<file path="src/rtl/enemy_fleet_ctl.sv">
`timescale 1ns/1ps
// enemy_fleet_ctl
// Motion and hit controller for one row of invaders.
//   pclk        pixel clock
//   rst         asynchronous active-low reset
//   frame_tick  one-cycle pulse per frame
//   missile_on  player missile in flight
//   missile_x/y missile tip coordinates
//   xpos/ypos   fleet origin (top-left of enemy 0)
//   alive       bit i set while enemy i is alive
//   hit         one-cycle pulse when an enemy is destroyed
//   score       destroyed-enemy count, saturating
//   wave        completed waves, wrapping
//   wave_clear  high while waiting for the next wave
//   game_over   high once the fleet has reached the bottom limit (sticky)
module enemy_fleet_ctl #(
    parameter int N_ENEMY         = 8,
    parameter int ENEMY_W         = 48,
    parameter int ENEMY_H         = 32,
    parameter int SPACING         = 96,
    parameter int X_START         = 64,
    parameter int Y_START         = 64,
    parameter int X_MIN           = 0,
    parameter int X_MAX           = 1023,
    parameter int STEP_X          = 4,
    parameter int STEP_Y          = 16,
    parameter int FRAMES_PER_STEP = 2,
    parameter int Y_LIMIT         = 640,
    parameter int WAVE_DELAY      = 60
) (
    input  logic               pclk,
    input  logic               rst,
    input  logic               frame_tick,
    input  logic               missile_on,
    input  logic [11:0]        missile_x,
    input  logic [11:0]        missile_y,
    output logic [11:0]        xpos,
    output logic [11:0]        ypos,
    output logic [N_ENEMY-1:0] alive,
    output logic               hit,
    output logic [15:0]        score,
    output logic [7:0]         wave,
    output logic               wave_clear,
    output logic               game_over
);

    typedef enum logic [1:0] {ST_RUN, ST_CLEAR, ST_OVER} state_t;

    localparam int DIV_W = (FRAMES_PER_STEP > 1) ? $clog2(FRAMES_PER_STEP) : 1;
    localparam int DLY_W = (WAVE_DELAY > 1) ? $clog2(WAVE_DELAY) : 1;
    // Offset from the fleet origin to the right-most pixel of the full row.
    localparam logic [12:0] ROW_SPAN = 13'((N_ENEMY - 1) * SPACING + ENEMY_W - 1);

    state_t             state_reg, state_next;
    logic [11:0]        xpos_reg, xpos_next, ypos_reg, ypos_next;
    logic [N_ENEMY-1:0] alive_reg, alive_next;
    logic               hit_reg, hit_next;
    logic [15:0]        score_reg, score_next;
    logic [7:0]         wave_reg, wave_next;
    logic               dir_left_reg, dir_left_next;
    logic [DIV_W-1:0]   div_reg, div_next;
    logic [DLY_W-1:0]   dly_reg, dly_next;
    logic               arm_reg, arm_next;
    logic               wave_clear_reg, wave_clear_next;
    logic               game_over_reg, game_over_next;

    // Box test against the currently registered fleet position.
    logic [N_ENEMY-1:0] box_match;
    logic               y_in;
    assign y_in = ({1'b0, missile_y} >= {1'b0, ypos_reg}) &&
                  ({1'b0, missile_y} <  {1'b0, ypos_reg} + 13'(ENEMY_H));

    genvar gi;
    generate
        for (gi = 0; gi < N_ENEMY; gi++) begin : g_box
            logic [12:0] left_x;
            assign left_x = {1'b0, xpos_reg} + 13'(gi * SPACING);
            assign box_match[gi] = alive_reg[gi] && y_in &&
                                   ({1'b0, missile_x} >= left_x) &&
                                   ({1'b0, missile_x} <  left_x + 13'(ENEMY_W));
        end
    endgenerate

    // Two's-complement trick isolates the lowest matching index.
    logic [N_ENEMY-1:0] kill_mask, alive_after;
    logic               hit_now, last_kill, step_now;
    logic               edge_right, edge_left, too_low;

    assign kill_mask   = box_match & (~box_match + N_ENEMY'(1));
    assign alive_after = alive_reg & ~kill_mask;
    assign hit_now     = (state_reg == ST_RUN) && missile_on && arm_reg && (|box_match);
    assign last_kill   = hit_now && (alive_after == '0);
    assign step_now    = frame_tick && (div_reg == DIV_W'(FRAMES_PER_STEP - 1));

    assign edge_right = ({1'b0, xpos_reg} + 13'(STEP_X) + ROW_SPAN) > 13'(X_MAX);
    assign edge_left  = {1'b0, xpos_reg} < (13'(X_MIN) + 13'(STEP_X));
    assign too_low    = ({1'b0, ypos_reg} + 13'(STEP_Y) + 13'(ENEMY_H)) > 13'(Y_LIMIT);

    always_ff @(posedge pclk or negedge rst) begin
        if (!rst) begin
            state_reg      <= ST_RUN;
            xpos_reg       <= 12'(X_START);
            ypos_reg       <= 12'(Y_START);
            alive_reg      <= '1;
            hit_reg        <= 1'b0;
            score_reg      <= '0;
            wave_reg       <= '0;
            dir_left_reg   <= 1'b0;
            div_reg        <= '0;
            dly_reg        <= '0;
            arm_reg        <= 1'b1;
            wave_clear_reg <= 1'b0;
            game_over_reg  <= 1'b0;
        end else begin
            state_reg      <= state_next;
            xpos_reg       <= xpos_next;
            ypos_reg       <= ypos_next;
            alive_reg      <= alive_next;
            hit_reg        <= hit_next;
            score_reg      <= score_next;
            wave_reg       <= wave_next;
            dir_left_reg   <= dir_left_next;
            div_reg        <= div_next;
            dly_reg        <= dly_next;
            arm_reg        <= arm_next;
            wave_clear_reg <= wave_clear_next;
            game_over_reg  <= game_over_next;
        end
    end

    always_comb begin
        state_next    = state_reg;
        xpos_next     = xpos_reg;
        ypos_next     = ypos_reg;
        alive_next    = alive_reg;
        hit_next      = 1'b0;
        score_next    = score_reg;
        wave_next     = wave_reg;
        dir_left_next = dir_left_reg;
        div_next      = div_reg;
        dly_next      = dly_reg;
        // Re-arm whenever the missile is gone, so one missile scores once.
        arm_next      = missile_on ? arm_reg : 1'b1;

        case (state_reg)
            ST_RUN: begin
                if (frame_tick)
                    div_next = step_now ? '0 : div_reg + DIV_W'(1);

                if (hit_now) begin
                    alive_next = alive_after;
                    hit_next   = 1'b1;
                    arm_next   = 1'b0;
                    if (score_reg != 16'hFFFF)
                        score_next = score_reg + 16'd1;
                end

                if (last_kill) begin
                    // Final kill overrides any coincident step or descend.
                    state_next = ST_CLEAR;
                    dly_next   = '0;
                end else if (step_now) begin
                    if ((!dir_left_reg && edge_right) || (dir_left_reg && edge_left)) begin
                        ypos_next     = ypos_reg + 12'(STEP_Y);
                        dir_left_next = !dir_left_reg;
                        if (too_low)
                            state_next = ST_OVER;
                    end else if (dir_left_reg) begin
                        xpos_next = xpos_reg - 12'(STEP_X);
                    end else begin
                        xpos_next = xpos_reg + 12'(STEP_X);
                    end
                end
            end

            ST_CLEAR: begin
                if (frame_tick) begin
                    if (dly_reg == DLY_W'(WAVE_DELAY - 1)) begin
                        state_next    = ST_RUN;
                        alive_next    = '1;
                        xpos_next     = 12'(X_START);
                        ypos_next     = 12'(Y_START);
                        dir_left_next = 1'b0;
                        div_next      = '0;
                        wave_next     = wave_reg + 8'd1;
                    end else begin
                        dly_next = dly_reg + DLY_W'(1);
                    end
                end
            end

            default: begin
                // OVER: everything frozen until reset.
            end
        endcase

        wave_clear_next = (state_next == ST_CLEAR);
        game_over_next  = (state_next == ST_OVER);
    end

    assign xpos       = xpos_reg;
    assign ypos       = ypos_reg;
    assign alive      = alive_reg;
    assign hit        = hit_reg;
    assign score      = score_reg;
    assign wave       = wave_reg;
    assign wave_clear = wave_clear_reg;
    assign game_over  = game_over_reg;

endmodule

</file>
<file path="config.mk">
export PLATFORM = sky130hd
export DESIGN_NAME = enemy_fleet_ctl
export DESIGN_NICKNAME = d
export VERILOG_FILES = /design/src/rtl/enemy_fleet_ctl.sv
export SDC_FILE = /design/constraint.sdc
export NUM_CORES = 1
export LEC_CHECK = 0
export BUFFER_PORTS_ARGS = -buffer_cell sky130_fd_sc_hd__buf_4
export CORE_UTILIZATION = 61
export DETAILED_ROUTE_END_ITERATION = 7
export PLACE_DENSITY = 0.86
export SETUP_SLACK_MARGIN = 0.15
export SYNTH_ARGS = -nofsm -noshare
export SYNTH_HDL_FRONTEND = slang
export SYNTH_SLANG_ARGS = --single-unit
</file>
<file path="constraint.sdc">
create_clock -name pclk -period 5.65 [get_ports pclk]
set_clock_uncertainty 0.2 [all_clocks]
set_input_delay 0.2825 -clock pclk [delete_from_list [all_inputs] [get_ports pclk]]
set_output_delay 0.2825 -clock pclk [all_outputs]
set_load 0.005 [all_outputs]
</file>
=== Yosys cells after proc, flatten, opt, wreduce, memory -nomap -nowiden ===
Cells that the tools add are included.

* Flip-flop bits (word level): 70
* Input port bits: 28
* Word-level logic and storage cells: 166

* Add/sub/neg operators: 28
* Magnitude comparators: 21
* Equal/unequal tests: 15
* Multiplexer cells: 40
* Bitwise gates (word level): 4
* Reductions and logical operators: 45

{| class="wikitable"
|+ Operators by type and width
! operator !! number
|-
| $lt A12 B13 Y1 || 9
|-
| $mux W12 || 9
|-
| $add A13 B6 Y13 const B || 8
|-
| $ge A12 B13 Y1 || 7
|-
| $pmux W12 S2 || 2
|-
| $add A12 B9 Y13 const B || 3
|-
| $logic_and A1 B1 Y1 || 32
|-
| $add A12 B10 Y13 const B || 2
|-
| $add A12 B6 Y13 const B || 2
|-
| $gt A13 B10 Y1 const B || 2
|-
| $ge A12 B12 Y1 || 2
|-
| $mux W8 || 3
|-
| $mux W6 || 3
|-
| $ne A2 B2 Y1 const B || 9
|-
| $add A16 B1 Y16 const B || 1
|-
| $add A8 B1 Y8 const B || 2
|-
| $and A8 B8 Y8 || 2
|-
| $ne A16 B16 Y1 const B || 1
|-
| $not A8 Y8 || 2
|-
| $pmux W8 S2 || 1
|-
| $add A12 B3 Y13 const B || 1
|-
| $add A12 B5 Y13 const B || 1
|-
| $add A12 B7 Y13 const B || 1
|-
| $add A12 B8 Y13 const B || 1
|-
| other kinds (25) || 47
|}

=== Logic depth before layout (Yosys ltp) ===
Gate-level depths: netlist of the first run.

* Word-level depth: 16
* Depth in mapped cells: 25
* Gate-level depth less buffers: 21

=== Worst setup path before layout of the first run ===
No wires, ideal clock.

* Path type: register to register
* Start point: register xpos_reg[7], in the netlist xpos[7]
* End point: register xpos_reg[4], in the netlist xpos[4]
* Arrival time: 4.811 ns
* Data required time: 5.358 ns
* Path slack: 0.547 ns
* Stages on the path, launching flop included: 24
* Path buffers: 3
* Period minus slack after synthesis: 5.103 ns
* Cells stage by stage: dfrtp_1 > buf_2 > buf_2 > inv_1 > ha_1 > a21bo_2 > xnor2_2 > or3_1 > xor2_1 > ha_1 > nand3_1 > o211a_1 > o31ai_1 > a211oi_1 > o211ai_1 > nand4b_1 > or2_4 > nand4_4 > inv_4 > nand2_4 > nor4b_4 > or4_1 > buf_6 > o31ai_2

* Word-level cells in the longest chain between the ends: 13
* Elaborated cells between the ends (all ways): 66
* Classes of those cells: add/sub (18); order compare (18); eq/ne (2); bitwise (4); reduce/logical (24)

{| class="wikitable"
|+ Ends and longest elaborated chain
! item !! line !! source
|-
| start: declaration || 55 || <nowiki>logic [11:0] xpos_reg, xpos_next, ypos_reg, ypos_next;</nowiki>
|-
| start signal: assignment || 102 || <nowiki>xpos_reg <= 12'(X_START);</nowiki>
|-
| start signal: assignment || 116 || <nowiki>xpos_reg <= xpos_next;</nowiki>
|-
| $add A12 B7 Y13, or another cell as far along || 77 || <nowiki>assign left_x = {1'b0, xpos_reg} + 13'(gi * SPACING);</nowiki>
|-
| $add A13 B6 Y13 / $ge A12 B13 Y1 (equally long branches) || 80, 79 ||
|-
| $lt A12 B13 Y1 / $logic_and A1 B1 Y1 (equally long branches) || 80, 78 ||
|-
| $logic_and A1 B1 Y1 || 79 || <nowiki>({1'b0, missile_x} >= left_x) &&</nowiki>
|-
| $not A8 Y8 || 89 || <nowiki>assign kill_mask = box_match & (~box_match + N_ENEMY'(1));</nowiki>
|-
| $add A8 B1 Y8 || 89 ||
|-
| $and A8 B8 Y8 || 89 ||
|-
| $not A8 Y8 || 90 || <nowiki>assign alive_after = alive_reg & ~kill_mask;</nowiki>
|-
| $and A8 B8 Y8 || 90 ||
|-
| $logic_not A8 Y1 || 92 || <nowiki>assign last_kill = hit_now && (alive_after == '0);</nowiki>
|-
| $logic_and A1 B1 Y1 || 92 ||
|-
| $ne A2 B2 Y1 (no source line) || -- ||
|-
| $reduce_and A6 Y1 (no source line) * || -- ||
|}

Every way passes the cells marked *; elsewhere a longest branch is shown, timed or not.
A chain may end at the register's enable or synchronous reset.

=== Worst setup path in the final report of the first run ===
* Start point: register xpos_reg[6], in the netlist xpos[6]
* End point: register ypos_reg[5], in the netlist ypos[5]

* Word-level cells in the longest chain between the ends: 13
* Elaborated cells between the ends (all ways): 66
* Classes of those cells: add/sub (18); order compare (18); eq/ne (2); bitwise (4); reduce/logical (24)

{| class="wikitable"
|+ Ends and longest elaborated chain
! item !! line !! source
|-
| $add A12 B7 Y13, or another cell as far along || 77 ||
|-
| $add A13 B6 Y13 / $ge A12 B13 Y1 (equally long branches) || 80, 79 ||
|-
| $lt A12 B13 Y1 / $logic_and A1 B1 Y1 (equally long branches) || 80, 78 ||
|-
| $logic_and A1 B1 Y1 || 79 ||
|-
| $not A8 Y8 || 89 ||
|-
| $add A8 B1 Y8 || 89 ||
|-
| $and A8 B8 Y8 || 89 ||
|-
| $not A8 Y8 || 90 ||
|-
| $and A8 B8 Y8 || 90 ||
|-
| $logic_not A8 Y1 || 92 ||
|-
| $logic_and A1 B1 Y1 || 92 ||
|-
| $ne A2 B2 Y1 (no source line) || -- ||
|-
| $reduce_and A6 Y1 (no source line) * || -- ||
|-
| end signal: assignment || 103 || <nowiki>ypos_reg <= 12'(Y_START);</nowiki>
|-
| end signal: assignment || 117 || <nowiki>ypos_reg <= ypos_next;</nowiki>
|-
| end: declaration || 55 ||
|}

Marked as above.

==> results of run 1 <==
==> worst max-delay path: stages (launching register included) <==
cell      delay (ns)
dfstp_2         0.52
inv_1           0.14
ha_1            0.33
or3_1           0.34
a21o_1          0.19
a2111o_1        0.41
xnor2_1         0.15
ha_1            0.31
nand3_1         0.09
a21oi_1         0.05
nor4bb_2        0.42
o211ai_2        0.24
nand4_2         0.24
or2_4           0.18
nand4_4         0.15
inv_4           0.13
nand2_4         0.07
nor4b_4         0.38
buf_4           0.24
or3_4           0.18
mux2i_1         0.19
==> per-layer routing <==
layer	track usage, %	vias up
met4	13.84	0
li1	-	3683
met3	3.909	68
met2	55.88	316
met5	0	-
met1	39.35	3664
==> where the power goes <==
group                 switching (mW)  internal, mW
Combinational                 0.0847        0.0590
Clock                          0.217         0.355
Sequential     0.0000000000000000185         0.459
==> worst paths after layout <==
path | endpoint | slack (ns) | cells after the start
hold / removal | dly_reg[0]$_DFFE_PN0P_ | 0.06 | 3
setup / recovery | ypos[5]$_DFFE_PN0P_ | 0.42 | 20
min in group asynchronous | score[5]$_DFFE_PN0P_ | 0.38 | 2
hold reg to reg | wave[7]$_DFFE_PN0P_ | 0.28 | 1
max in group asynchronous | xpos[11]$_DFFE_PN0P_ | 4.33 | 2
setup reg to reg | ypos[5]$_DFFE_PN0P_ | 0.42 | 20
==> synthesized netlist by cell type, types with 5 or more instances <==
cell | count | area share, %
a31oi_1 | 6 | 0.45
a21o_1 | 23 | 2.1
and3_1 | 13 | 0.98
ha_1 | 141 | 21
dfstp_2 | 11 | 3.5
and4_1 | 5 | 0.53
o31ai_1 | 10 | 0.91
a21oi_1 | 53 | 3.2
dfrtp_1 | 53 | 16
nor2b_1 | 11 | 0.83
o21a_1 | 9 | 0.82
buf_4 | 12 | 1.1
nor2_1 | 62 | 2.8
and2_1 | 9 | 0.68
o31ai_2 | 5 | 0.76
or3_1 | 13 | 0.98
nor3_1 | 24 | 1.5
xor2_1 | 25 | 2.6
xnor2_1 | 66 | 7.0
o21ai_0 | 46 | 2.8
mux2i_1 | 8 | 0.97
o21ai_1 | 5 | 0.30
nand4_1 | 11 | 0.83
buf_2 | 12 | 0.73
inv_1 | 54 | 2.4
nand3_1 | 35 | 2.1
buf_6 | 7 | 0.95
o22ai_1 | 5 | 0.38
nand2_1 | 82 | 3.7
clkbuf_1 | 12 | 0.54
nor4_1 | 6 | 0.45
a211oi_1 | 8 | 0.73
o211ai_1 | 10 | 0.91
nand2b_1 | 12 | 0.91
nand3b_1 | 5 | 0.45
==> layout make-up <==
| cell class | instances | share of cell area, % |
|---|---|---|
| clock buffers | 10 | 2.562 |
| clock inverters | 6 | 0.7242 |
| inverters | 59 | 2.401 |
| multi-input cells | 811 | 66.46 |
| flip-flops and latches | 64 | 17.31 |
| well taps | 176 | 2.361 |
| repair buffers | 101 | 8.181 |
==> timing repair <==
action / 4_1_cts / 5_1_grt
resized for setup: 0 / 5
setup endpoints to repair: 0 / 15
hold buffers: 2 / 0
endpoints found under the hold margin: 54 / 0
==> through the flow <==
stage	utilization, %	std cells	area [sq um]	power [mW]
after floorplan	-	977	8293	0.5495
after global placement	67.83	1209	8982	0.6007
after detailed placement	67.83	1209	8982	0.6066
after CTS	70.29	1227	9309	1.174
after global routing	70.45	1227	9329	1.209
final	70.45	1227	9329	1.174
==> cell families (layout without fill, tap and decap cells) <==
family | Yosys count | in the layout | share of synthesized area [%]
AO/OA/AOI/OAI | 238 | 238 | 20.69
XOR/XNOR | 96 | 96 | 10.75
adder cells (fa/ha/maj) | 142 | 142 | 21.44
buffers and inverters | 102 | 176 | 6.018
flip-flops | 64 | 64 | 19.52
multiplexers | 9 | 9 | 1.104
other | 1 | 6 | 0.04532
AND/OR/NAND/NOR | 320 | 320 | 20.43
==> impl_metrics.json, run 1 <==
{
  "die_width_um": 118.5,
  "status": "complete, no violations",
  "fin_crit_sh_pct": 92.65,
  "wire_per_inst_um": 18.18,
  "clkSinkCount": 64,
  "drt_first_iter_violations": 615,
  "yosysSeqAreaShare_pct": 19.52,
  "cts_max_level": 3,
  "synth_edf_count": 0,
  "cp-end-kind": "flop",
  "gp_congestion": 1.006,
  "top_layer_used": "met4",
  "m1WireLength_um": 9311,
  "cts_root_buf": "clkbuf_16",
  "grt_max_degree": 65,
  "setup_viol": 0,
  "largest_reg_flops": 16,
  "track_usage_pct": 31.91,
  "rows": 42,
  "antenna_found_initial": 0,
  "clkTransAtPathRegs_ns": 0.06,
  "cts_tree": "done",
  "core-area_sq_um": 13240,
  "start_util_pct": 62.48,
  "vias": 7731,
  "fin_tns_setup_ns": 0,
  "nets": 1215,
  "hp-class": "in -> reg",
  "worst_slack_ns": 0.4152,
  "ios": 87,
  "rsz0062_at_grt": "false",
  "place_ws_ns": 0.2643,
  "cap_violations": 0,
  "clock_latency_ns": 0.34,
  "antenna_violating_nets_post_route": 0,
  "first_global_vias": 7379,
  "finalWirelength_um": 22310,
  "ys_seq_elements": 64,
  "required_ns": 5.71,
  "cp-start-kind": "flop",
  "diodes": 0,
  "power.density_nw_per_um2": 125.8,
  "ys_warn_count": 0,
  "holdWs_ns": 0.06309,
  "leakage_nw": 4.288,
  "hold_viol_final": 0,
  "worstHoldStart": "frame_tick",
  "final_cell_mix": "ha_1 (139), buf_4 (99), nand2_1 (82), xnor2_1 (66), nor2_1 (62)",
  "regArea_sq_um": 1615,
  "post-cts-setup-buffers": 0,
  "fin_crit_ns": 5.235,
  "first_pass_iters": 5,
  "ys_types": 98,
  "hpwlAfterDp_um": 16800,
  "gr-total-overflow": 0,
  "route.detailed.drc": 0,
  "grt_pass1_wl_um": 36220,
  "port_buffers": 74,
  "drive_gt1_share_pct": 16.75,
  "cp-startpoint": "xpos[6]$_DFFE_PN1P_",
  "worst_pin_slew_ns": 0.8716,
  "cts_buffer_depth": 2,
  "chipHeight_um": 118.5,
  "ys.flop_type": "dfrtp_1",
  "slew_headroom_pct": 41.45,
  "fillers": 1036,
  "avgSynthCellArea_sq_um": 8.513,
  "finalMaxSlewViolations": 0,
  "crit_fanout": 9,
  "mostFrequentLayoutCell": "ha_1",
  "dieArea_sq_um": 14030,
  "area.growth.synth_to_final_pct": 12.75,
  "ir_worst_vdd_mv": 0.2079,
  "r2r-start": "xpos[6]$_DFFE_PN1P_",
  "met2WireLength_um": 10750,
  "dr_wl_met3_um": 1402,
  "async_reset_ff_share_pct": 100.0,
  "drt-vias-per-instance": 6.301,
  "multiInputGateArea_sq_um": 6200,
  "syn_area_sq_um": 8274,
  "netlist_instances": 972,
  "fmax_mhz": 191.0,
  "cts_buffers": 9,
  "worst_ep_arrival_time_ns": 5.29,
  "worstSetupPathType": "reg -> reg"
}
Power figures use the tool's default switching activity.
==> run 2: changes to the inputs <==
--- a/config.mk
+++ b/config.mk
@@ -6,9 +6,9 @@
 export NUM_CORES = 1
 export LEC_CHECK = 0
 export BUFFER_PORTS_ARGS = -buffer_cell sky130_fd_sc_hd__buf_4
-export CORE_UTILIZATION = 61
+export CORE_UTILIZATION = 60
 export DETAILED_ROUTE_END_ITERATION = 7
-export PLACE_DENSITY = 0.86
+export PLACE_DENSITY = 0.85
 export SETUP_SLACK_MARGIN = 0.15
 export SYNTH_ARGS = -nofsm -noshare
 export SYNTH_HDL_FRONTEND = slang
==> run 2 against run 1 <==
Worst setup slack got worse by 0.089 ns. Power rose by 1.4%. Flip-flop and latch count did not move. Critical endpoint is now ypos[6]$_DFFE_PN1P_. Register-to-register slack got worse by 0.09 ns.
==> impl_metrics.json, run 2 (synthesis gave the netlist of run 1 again) <==
{
  "status": "complete, no violations",
  "fmax_mhz": 187.8,
  "p_seq_share_pct": 38.6,
  "cp-start-kind": "flop",
  "ios": 87,
  "area.growth.synth_to_final_pct": 13.61,
  "dp.cells": 1208,
  "largest_reg_flops": 16,
  "chipHeight_um": 119.4,
  "p_int_mw": 0.9029,
  "nets": 1221,
  "place_area_sq_um": 8975,
  "power.density_nw_per_um2": 126.6,
  "final_cell_mix": "ha_1 (138), buf_4 (104), nand2_1 (82), xnor2_1 (66), nor2_1 (62)",
  "cts_max_level": 3,
  "hpwlAfterDp_um": 17100,
  "cap_violations": 0,
  "holdWs_ns": 0.08709,
  "dieArea_sq_um": 14260,
  "first_pass_iters": 5,
  "first_global_vias": 7539,
  "wire_per_inst_um": 18.66,
  "gr-total-overflow": 0,
  "required_ns": 5.71,
  "slew_headroom_pct": 40.96,
  "switchingPower_mw": 0.2873,
  "pwr-share-clk_pct": 49.4,
  "clock_latency_ns": 0.33,
  "rsz0062_at_grt": "true",
  "rows": 42,
  "diodes": 0,
  "drt-vias-per-instance": 6.350,
  "setup_viol": 0,
  "mostFrequentLayoutCell": "ha_1",
  "worst_ep_arrival_time_ns": 5.38,
  "fin_crit_sh_pct": 94.22,
  "cts_buffers": 9,
  "drive_gt1_share_pct": 17.50,
  "cts_buffer_depth": 2,
  "ir_worst_vdd_mv": 0.2371,
  "fin_tns_setup_ns": 0,
  "comb_power_share_pct": 12.1,
  "cts_root_buf": "clkbuf_16",
  "finalWirelength_um": 23010,
  "gp_congestion": 0.9522,
  "hold_viol_final": 0,
  "cts_tree": "done",
  "finalMaxSlewViolations": 0,
  "antenna_violating_nets_post_route": 0,
  "cp-end-kind": "flop",
  "crit_fanout": 7,
  "route.detailed.drc": 0,
  "sw_frac_of_total_pct": 24.14,
  "grt_max_degree": 65,
  "leakage_nw": 4.319,
  "total_power_mw": 1.190,
  "die_width_um": 119.4,
  "drt_first_iter_violations": 632,
  "vias": 7829,
  "antenna_found_initial": 0,
  "start_util_pct": 61.99,
  "grt_pass1_wl_um": 37450,
  "core-area_sq_um": 13350,
  "worst_pin_slew_ns": 0.8788,
  "final_cell_count_no_fill": 1233,
  "fin_crit_ns": 5.324,
  "clkSinkCount": 64,
  "port_buffers": 74,
  "worstSetupPathType": "reg -> reg",
  "track_usage_pct": 32.80,
  "clkTransAtPathRegs_ns": 0.05,
  "hp-class": "in -> reg",
  "stdcell_area_sq_um": 9400
}
[run 2: repair_timing]
| item | CTS | global route |
|---|---|---|
| gates resized for setup | 1 | 9 |
| setup endpoints to repair | 1 | 23 |
| pin swaps | 0 | 4 |
| setup buffers | 0 | 7 |
| hold endpoints to repair | 54 | 0 |
| hold buffers | 2 | 0 |
[run 2: power groups by stage]
stage                     combinational (mW)  clock [mW]  sequential, mW
final                                  0.144       0.587           0.459
after global placement                 0.134           0           0.467
after floorplan                       0.0826           0           0.467
after CTS                              0.142       0.593           0.459
after detailed placement               0.139           0           0.467
after global routing                   0.164       0.612           0.459
[run 2: layer usage]
metal / vias to the layer above / wire, um / GRT usage [%]
li1: 3688 / - / -
met1: 3726 / 9477 / 41.30
met2: 341 / 11030 / 55.63
met3: 74 / 1581 / 4.550
met4: 0 / 920 / 14.77
met5: - / 0 / 0
[run 2: path summary, 6_finish.rpt]
check	cells after the start	end	start	slack, ns
setup / recovery	21	ypos[6]$_DFFE_PN1P_	xpos[6]$_DFFE_PN1P_	0.33
hold / removal	3	dly_reg[0]$_DFFE_PN0P_	frame_tick	0.09
setup reg to reg	21	ypos[6]$_DFFE_PN1P_	xpos[6]$_DFFE_PN1P_	0.33
hold reg to reg	1	score[15]$_DFFE_PN0P_	score[15]$_DFFE_PN0P_	0.30
max in group asynchronous	2	xpos[7]$_DFFE_PN0P_	rst	4.30
min in group asynchronous	2	score[7]$_DFFE_PN0P_	rst	0.37
[run 2: worst max-delay path, stage by stage, from the launching register on]
cell and delay (ns):
dfstp_2 0.53, inv_1 0.17, ha_2 0.29, a21bo_2 0.27, xnor2_2 0.17, or3_1 0.39
xor2_1 0.16, ha_1 0.31, nand3_1 0.11, o31ai_1 0.32, a211oi_1 0.13, o211ai_1 0.37
nand4b_1 0.18, or2_4 0.29, nand4_4 0.15, inv_4 0.07, nand2_4 0.08, nor4b_4 0.07
buf_4 0.17, buf_4 0.13, or4_1 0.55, a2bb2oi_2 0.15
[run 2: metrics by stage]
step	util (%)	setup slack [ns]
2_1_floorplan	-	0.5475
3_3_place_gp	67.24	0.3729
3_5_place_dp	67.24	0.2407
4_1_cts	69.77	0.2445
5_1_grt	70.43	0.1059
6_report	70.43	0.3264
[run 2: cell type report]
type | instances | area, sq um
Sequential cell | 64 | 1617
Multi-Input combinational cell | 811 | 6210
Inverter | 59 | 227.7
Clock buffer | 10 | 229.0
Tap cell | 176 | 220.2
Timing Repair Buffer | 107 | 812.0
Fill cell | 1036 | 3948
Clock inverter | 6 | 85.08
